==> config.mk <==
export PLATFORM = sky130hd
export DESIGN_NAME = pc_fetch_ctrl_flat
export DESIGN_NICKNAME = d
export VERILOG_FILES = /design/src/rtl/pc_fetch_ctrl_pkg.sv /design/src/rtl/pc_fetch_ctrl_if.sv /design/src/rtl/pc_fetch_ctrl_npc_calc.sv /design/src/rtl/pc_fetch_ctrl.sv /design/src/flat_wrapper.sv
export SDC_FILE = /design/constraint.sdc
export NUM_CORES = 1
export LEC_CHECK = 0
export CAP_MARGIN = 20
export CORE_ASPECT_RATIO = 0.9
export CORE_MARGIN = 2
export CORE_UTILIZATION = 30
export CTS_BUF_LIST = sky130_fd_sc_hd__clkbuf_4 sky130_fd_sc_hd__clkbuf_8
export DETAILED_ROUTE_END_ITERATION = 6
export SYNTH_ARGS = -nofsm -noshare
export SYNTH_HDL_FRONTEND = slang
export SYNTH_SLANG_ARGS = --single-unit
==> constraint.sdc <==
create_clock -name clk -period 10.7 [get_ports clk]
set_clock_uncertainty 0.15 [all_clocks]
set_input_delay 2.675 -clock clk [delete_from_list [all_inputs] [get_ports clk]]
set_output_delay 2.675 -clock clk [all_outputs]
set_load 0.02 [all_outputs]
==> src/rtl/pc_fetch_ctrl_pkg.sv <==
// pc_fetch_ctrl_pkg: shared MIPS fetch definitions (reset PC, redirect kinds, fetch FSM states).
package pc_fetch_ctrl_pkg;
  localparam logic [31:0] RESET_PC_DEF = 32'h0000_3000;
  typedef enum logic [1:0] {
    REDIR_BRANCH = 2'b00,
    REDIR_JUMP   = 2'b01,
    REDIR_JR     = 2'b10,
    REDIR_RSVD   = 2'b11
  } redir_kind_e;
  typedef enum logic {
    FETCH = 1'b0,
    WAIT  = 1'b1
  } fetch_state_e;
endpackage

==> src/rtl/pc_fetch_ctrl_if.sv <==
// pc_fetch_ctrl_if: instruction-memory request/response bus between fetch (master) and memory (slave).
interface pc_fetch_ctrl_if;
  logic        im_req;
  logic [31:0] im_addr;
  logic        im_ready;
  logic        im_rvalid;
  logic [31:0] im_rdata;
  modport master(output im_req, im_addr, input im_ready, im_rvalid, im_rdata);
  modport slave(input im_req, im_addr, output im_ready, im_rvalid, im_rdata);
endinterface

==> src/rtl/pc_fetch_ctrl_npc_calc.sv <==
// pc_fetch_ctrl_npc_calc: combinational redirect target for branch, j/jal and jr.
module pc_fetch_ctrl_npc_calc
  import pc_fetch_ctrl_pkg::*;
(
  input  logic [1:0]  i_kind,
  input  logic [31:0] i_decode_pc,
  input  logic [15:0] i_imm16,
  input  logic [25:0] i_imm26,
  input  logic [31:0] i_rs_data,
  output logic [31:0] o_target
);
  logic [31:0] w_pc4;
  assign w_pc4 = i_decode_pc + 32'd4;
  always_comb
    o_target = i_kind == REDIR_BRANCH ? w_pc4 + {{14{i_imm16[15]}}, i_imm16, 2'b00} :
               i_kind == REDIR_JUMP   ? {w_pc4[31:28], i_imm26, 2'b00} :
                                        {i_rs_data[31:2], 2'b00};
endmodule

==> src/rtl/pc_fetch_ctrl.sv <==
// pc_fetch_ctrl: MIPS fetch sequencer with one outstanding imem request and a one-entry decode buffer.
// Build option NO_DELAY_SLOT_EN: redirects take effect immediately instead of after a delay slot.
module pc_fetch_ctrl
  import pc_fetch_ctrl_pkg::*;
#(
  parameter logic [31:0] RESET_PC = RESET_PC_DEF
) (
  input  logic                    clk,
  input  logic                    reset,
  input  logic                    i_stall,
  input  logic                    i_redirect_valid,
  input  logic [1:0]              i_redirect_kind,
  input  logic [31:0]             i_decode_pc,
  input  logic [15:0]             i_imm16,
  input  logic [25:0]             i_imm26,
  input  logic [31:0]             i_rs_data,
  pc_fetch_ctrl_if.master         im,
  output logic                    o_if_valid,
  output logic [31:0]             o_if_instr,
  output logic [31:0]             o_if_pc
);
  fetch_state_e r_state, w_state_nxt;
  logic [31:0] r_pc, r_req_pc, r_if_instr, r_if_pc;
  logic [31:0] w_target, w_pc_acc, w_pc_nxt;
  logic        r_if_valid, r_discard;
  logic        w_accept, w_consume, w_resp, w_redir, w_load, w_kill;

  pc_fetch_ctrl_npc_calc u_npc_calc (
    .i_kind      (i_redirect_kind),
    .i_decode_pc (i_decode_pc),
    .i_imm16     (i_imm16),
    .i_imm26     (i_imm26),
    .i_rs_data   (i_rs_data),
    .o_target    (w_target)
  );

  assign im.im_req  = !reset && r_state == FETCH && (!r_if_valid || !i_stall);
  assign im.im_addr = r_pc;
  assign w_accept   = im.im_req && im.im_ready;
  assign w_consume  = r_if_valid && !i_stall;
  assign w_resp     = r_state == WAIT && im.im_rvalid && !r_discard;

`ifdef NO_DELAY_SLOT_EN
  assign w_redir  = w_consume && i_redirect_valid && i_redirect_kind != REDIR_RSVD;
  assign w_pc_acc = w_accept ? r_pc + 32'd4 : r_pc;
  assign w_pc_nxt = w_redir ? w_target : w_pc_acc;
  // anything fetched after the redirecting instruction is wrong-path
  assign w_load   = w_resp && !w_redir;
  assign w_kill   = w_redir && (r_state == WAIT || w_accept);
`else
  logic [31:0] r_pend_pc;
  logic        r_pend_valid, w_slot;
  assign w_redir  = w_consume && i_redirect_valid && i_redirect_kind != REDIR_RSVD && !r_pend_valid;
  assign w_pc_acc = w_accept ? (r_pend_valid ? r_pend_pc : r_pc + 32'd4) : r_pc;
  // delay slot not yet issued: park the target until the slot request is accepted
  assign w_slot   = w_pc_acc == i_decode_pc + 32'd4;
  assign w_pc_nxt = w_redir && !w_slot ? w_target : w_pc_acc;
  assign w_load   = w_resp;
  assign w_kill   = 1'b0;
  always_ff @(posedge clk) begin
    if (reset) begin
      r_pend_valid <= 1'b0;
      r_pend_pc    <= '0;
    end else begin
      r_pend_valid <= w_redir && w_slot ? 1'b1 : (w_accept ? 1'b0 : r_pend_valid);
      r_pend_pc    <= w_redir && w_slot ? w_target : r_pend_pc;
    end
  end
`endif

  always_comb
    w_state_nxt = r_state == FETCH ? (w_accept ? WAIT : FETCH) : (im.im_rvalid ? FETCH : WAIT);

  always_ff @(posedge clk)
    r_state <= reset ? FETCH : w_state_nxt;

  always_ff @(posedge clk) begin
    if (reset) begin
      r_pc       <= RESET_PC;
      r_req_pc   <= '0;
      r_if_valid <= 1'b0;
      r_if_instr <= '0;
      r_if_pc    <= '0;
      r_discard  <= 1'b1;
    end else begin
      r_pc       <= w_pc_nxt;
      r_req_pc   <= w_accept ? r_pc : r_req_pc;
      r_if_valid <= w_load || (r_if_valid && !w_consume);
      r_if_instr <= w_load ? im.im_rdata : r_if_instr;
      r_if_pc    <= w_load ? r_req_pc : r_if_pc;
      r_discard  <= w_kill || (r_discard && !w_accept);
    end
  end

  assign o_if_valid = r_if_valid;
  assign o_if_instr = r_if_instr;
  assign o_if_pc    = r_if_pc;
endmodule

==> src/flat_wrapper.sv <==
// flat-port wrapper written by rule: the top's interface ports become plain ports
module pc_fetch_ctrl_flat import pc_fetch_ctrl_pkg::*;
#(
  parameter logic [31:0] RESET_PC = RESET_PC_DEF
)
  (clk, reset, i_stall, i_redirect_valid, i_redirect_kind, i_decode_pc, i_imm16, i_imm26, i_rs_data, o_if_valid, o_if_instr, o_if_pc, im_im_req, im_im_addr, im_im_ready, im_im_rvalid, im_im_rdata);
  pc_fetch_ctrl_if im_i ();
  input  logic clk;
  input  logic reset;
  input  logic i_stall;
  input  logic i_redirect_valid;
  input  logic [1:0] i_redirect_kind;
  input  logic [31:0] i_decode_pc;
  input  logic [15:0] i_imm16;
  input  logic [25:0] i_imm26;
  input  logic [31:0] i_rs_data;
  output logic o_if_valid;
  output logic [31:0] o_if_instr;
  output logic [31:0] o_if_pc;
  output wire logic [$bits(im_i.im_req)-1:0] im_im_req;
  output wire logic [$bits(im_i.im_addr)-1:0] im_im_addr;
  input wire logic [$bits(im_i.im_ready)-1:0] im_im_ready;
  input wire logic [$bits(im_i.im_rvalid)-1:0] im_im_rvalid;
  input wire logic [$bits(im_i.im_rdata)-1:0] im_im_rdata;
  assign im_im_req = im_i.im_req;
  assign im_im_addr = im_i.im_addr;
  assign im_i.im_ready = im_im_ready;
  assign im_i.im_rvalid = im_im_rvalid;
  assign im_i.im_rdata = im_im_rdata;
  pc_fetch_ctrl #(.RESET_PC(RESET_PC)) u_core (.clk(clk), .reset(reset), .i_stall(i_stall), .i_redirect_valid(i_redirect_valid), .i_redirect_kind(i_redirect_kind), .i_decode_pc(i_decode_pc), .i_imm16(i_imm16), .i_imm26(i_imm26), .i_rs_data(i_rs_data), .im(im_i), .o_if_valid(o_if_valid), .o_if_instr(o_if_instr), .o_if_pc(o_if_pc));
endmodule
==> summary.md <==
| Metric | Value |
|---|---|
| R2r startpoint | `u_core.o_if_valid` |
| Drt drc | `0` |
| Top post-synthesis cells by area | `dfxtp_1 (32%), nand2_1 (8.9%), a21oi_1 (7.1%), ha_1 (4.6%), o21ai_0 (4.3%)` |
| CTS sink cnt | `around 160` |
| Worst hold path class | `flop to flop` |
| Clock transition at path regs | `0.09 ns` |
| Area Overhead vs Synth | `29.59%` |
| Hold-fix buffers, CTS | `0` |
| Worst reg-to-reg path cell count | `11` |
| CTS tree | `done` |
| Reg2reg end | `u_core.r_pend_pc[3]` |
| Synth warnings | `0` |
| Vias in the first global route | `approximately 10000` |
| Post-Route Setup TNS | `0 ns` |
| Critical Path RT | `between 10 and 15 ns` |
| Largest area contributor in the netlist | `dfxtp_1` |
| Critical path startpoint | `i_decode_pc[2]` |
| Worst setup path endpoint | `u_core.im.im_addr[28]` |
| I/O pin count | `roughly 240` |
| Post-CTS Setup Repair Bufs | `0` |
| Post-synthesis sequential area ratio | `31.52%` |
| Avg WL per Cell | `between 15 and 20 microns` |
| CTS max path bufs | `2` |
| Final hold vios | `0` |
| Initial core utilization | `between 30% and 40%` |
| Die Wd | `around 200 microns` |
| Worst hold path stage count | `2` |
| Initial antenna violation count | `0` |
| Max VDD drop | `~0.080 mV` |
| Largest net degree at the start of global routing | `roughly 70` |
| Crit path DAT | `between 8 and 9 ns` |
| Yosys cell types | `79` |
| First-pass DRT Iterations | `5` |
| Hold_ws | `0.3038 ns` |
| Port bufs | `approximately 240` |
| Routability cong. | `approximately 0.85` |
| Final min period | `roughly 7.9 ns` |
| Root Buffer Master | `clkbuf_8` |
| Antenna viol nets, final | `0` |
| Routed WL | `roughly 38 mm` |
| Most frequent cells in the layout | `nand2_1 (246), clkdlybuf4s50_1 (239), dfxtp_1 (164)` |
| Post-Syn Area | `~10000 sq um` |
| Total power | `1.365 mW` |
| Startpoint types | `input port` |
| Via/cell ratio | `between 5 and 6` |
| Syn Inst Count | `1387` |
| Worst Max-Slew Pin Slew | `around 1.0 ns` |
| Cts repair resizes | `0` |
| Layout cells sized above 1 | `approximately 5.3%` |
| Layout filler cell count | `between 3000 and 4000` |
| Fin crit share | `between 70 and 80%` |
| First-pass GRT wire length | `roughly 60 mm` |
| DRT iter0 DRCs | `about 860` |
| Post-synth EDFFs | `0` |
| DIE AREA | `about 36000 sq um` |
| Clk_lat worst skew | `about 0.47 ns` |
| All-Layer GR Usage | `slightly above 20%` |
| Syn_nets | `1572` |
| Antenna Cells | `0` |
| Overflow after GRT | `0` |
| Placement Rows | `64` |
| Pwr dens | `between 100 and 150 nW/um^2` |
| DR vias | `~11000` |
| CTS Buf Count | `17` |
| H-tree depth | `4` |
| Synth top area share | `a little under a third` |
| # setup viols final | `0` |
| Worst R2R Setup Slack | `between 5 and 6 ns` |
| Relative slew slack | `approximately 31%` |
| Flops & latches, synth | `between 150 and 200` |
| Critical Path End Type | `flop` |
| Max cap viols | `0` |
| DP HPWL | `28.63 mm` |
| Crit path kind | `input port to flop` |
| Mean Syn Cell Area | `approximately 7.5 sq um` |
| Max Slew Vio Count | `0` |
| Peak Freq | `0.1264 GHz` |
| Status | `finished clean` |
| Die height | `about 180 microns` |
| RSZ-0062 raised after global routing | `false` |
| Core ar. | `between 30000 and 40000 sq um` |
| Most common cell after layout, fill and taps aside | `nand2_1` |
| Dominant synthesized flop cell | `dfxtp_1` |
| Leakage | `around 4.7 nW` |
| CP max FO | `11` |
| Ys async rst share | `0%` |
| Final nets | `between 1500 and 2000` |
layer usage:
layer,GRT usage (%),part of all wire (%),vias to the layer above
li1,-,-,5400
met1,27.01,44,5183
met2,35.64,48,333
met3,3.968,5.9,29
met4,4.830,1.7,0
met5,0,0,-
worst max-delay path, cell delays in order:
cell	delay [ns]
clkdlybuf4s50_1	0.75
nand3_1	0.17
nor2_1	0.81
nand2_1	0.14
xor2_1	0.34
inv_1	0.08
ha_1	0.35
a21oi_1	0.30
o21ai_0	0.15
a21o_1	0.19
a21o_1	0.18
a2111oi_0	0.75
o31ai_1	0.21
a21oi_1	0.30
mux2i_1	0.12
a2111o_1	0.44
o21ai_0	0.16
Yosys cell counts (all sizes together), types with 22 or more instances:
master,n
inv,27
o21ai,93
nor2,48
nand4,33
a21o,24
buf,24
dfxtp,164
o211ai,25
ha,38
nor3,36
xor2,22
clkbuf,71
nand2,248
xnor2,42
a21oi,148
nand3,89
registers in the layout, indices dropped and copies added (netlist names):
register	flops
u_core.o_if_instr	32
u_core.o_if_pc	32
u_core.r_state	1
u_core.o_if_valid	1
u_core.r_pend_pc	32
u_core.im.im_addr	32
u_core.r_req_pc	32
u_core.r_discard	1
u_core.r_pend_valid	1
cell families after synthesis:
kind of cell / share of synthesized area, %
and+or+nand+nor: 25.91
AOI/OAI and AO/OA: 24.69
DFF: 31.52
buffers and inverters: 4.937
xor gates and xnor gates: 5.382
adders and majority gates: 4.757
muxes: 2.799
metrics by stage:
stage | instance area, sq um | setup WS [ns] | instances | utilization [%]
final | 13500 | 2.792 | 2041 | 39.57
after global placement | 13110 | 2.451 | 2009 | 38.44
after CTS | 13500 | 2.896 | 2041 | 39.57
after global routing | 13500 | 2.456 | 2041 | 39.57
after floorplan | 10420 | 4.242 | 1387 | -
after detailed placement | 13110 | 2.429 | 2009 | 38.44
report_power, final:
group / leakage [nW] / internal (mW) / switching, mW
logic: 3.19 / 0.131 / 0.161
clock network: 0.187 / 0.190 / 0.258
registers: 1.32 / 0.617 / 0.00832
final cells by class:
class	count	area [sq um]	area share, %
Multi-Input combinational cell	1099	6633	49.14
Clock inverter	15	150.1	1.112
Tap cell	462	578.1	4.283
Sequential cell	164	3283	24.33
Timing Repair Buffer	255	2510	18.60
Clock buffer	17	234.0	1.734
Inverter	29	108.9	0.8065
worst min path at each step:
stage                         from             endpoint
2_1_floorplan  u_core.r_req_pc[11]  u_core.r_req_pc[11]
3_3_place_gp    u_core.r_req_pc[8]   u_core.r_req_pc[8]
3_5_place_dp    u_core.r_req_pc[8]   u_core.r_req_pc[8]
4_1_cts         u_core.r_req_pc[8]   u_core.r_req_pc[8]
5_1_grt        u_core.r_req_pc[12]   u_core.o_if_pc[12]
6_report        u_core.r_req_pc[9]    u_core.o_if_pc[9]
(Power assumes the default switching activity.)
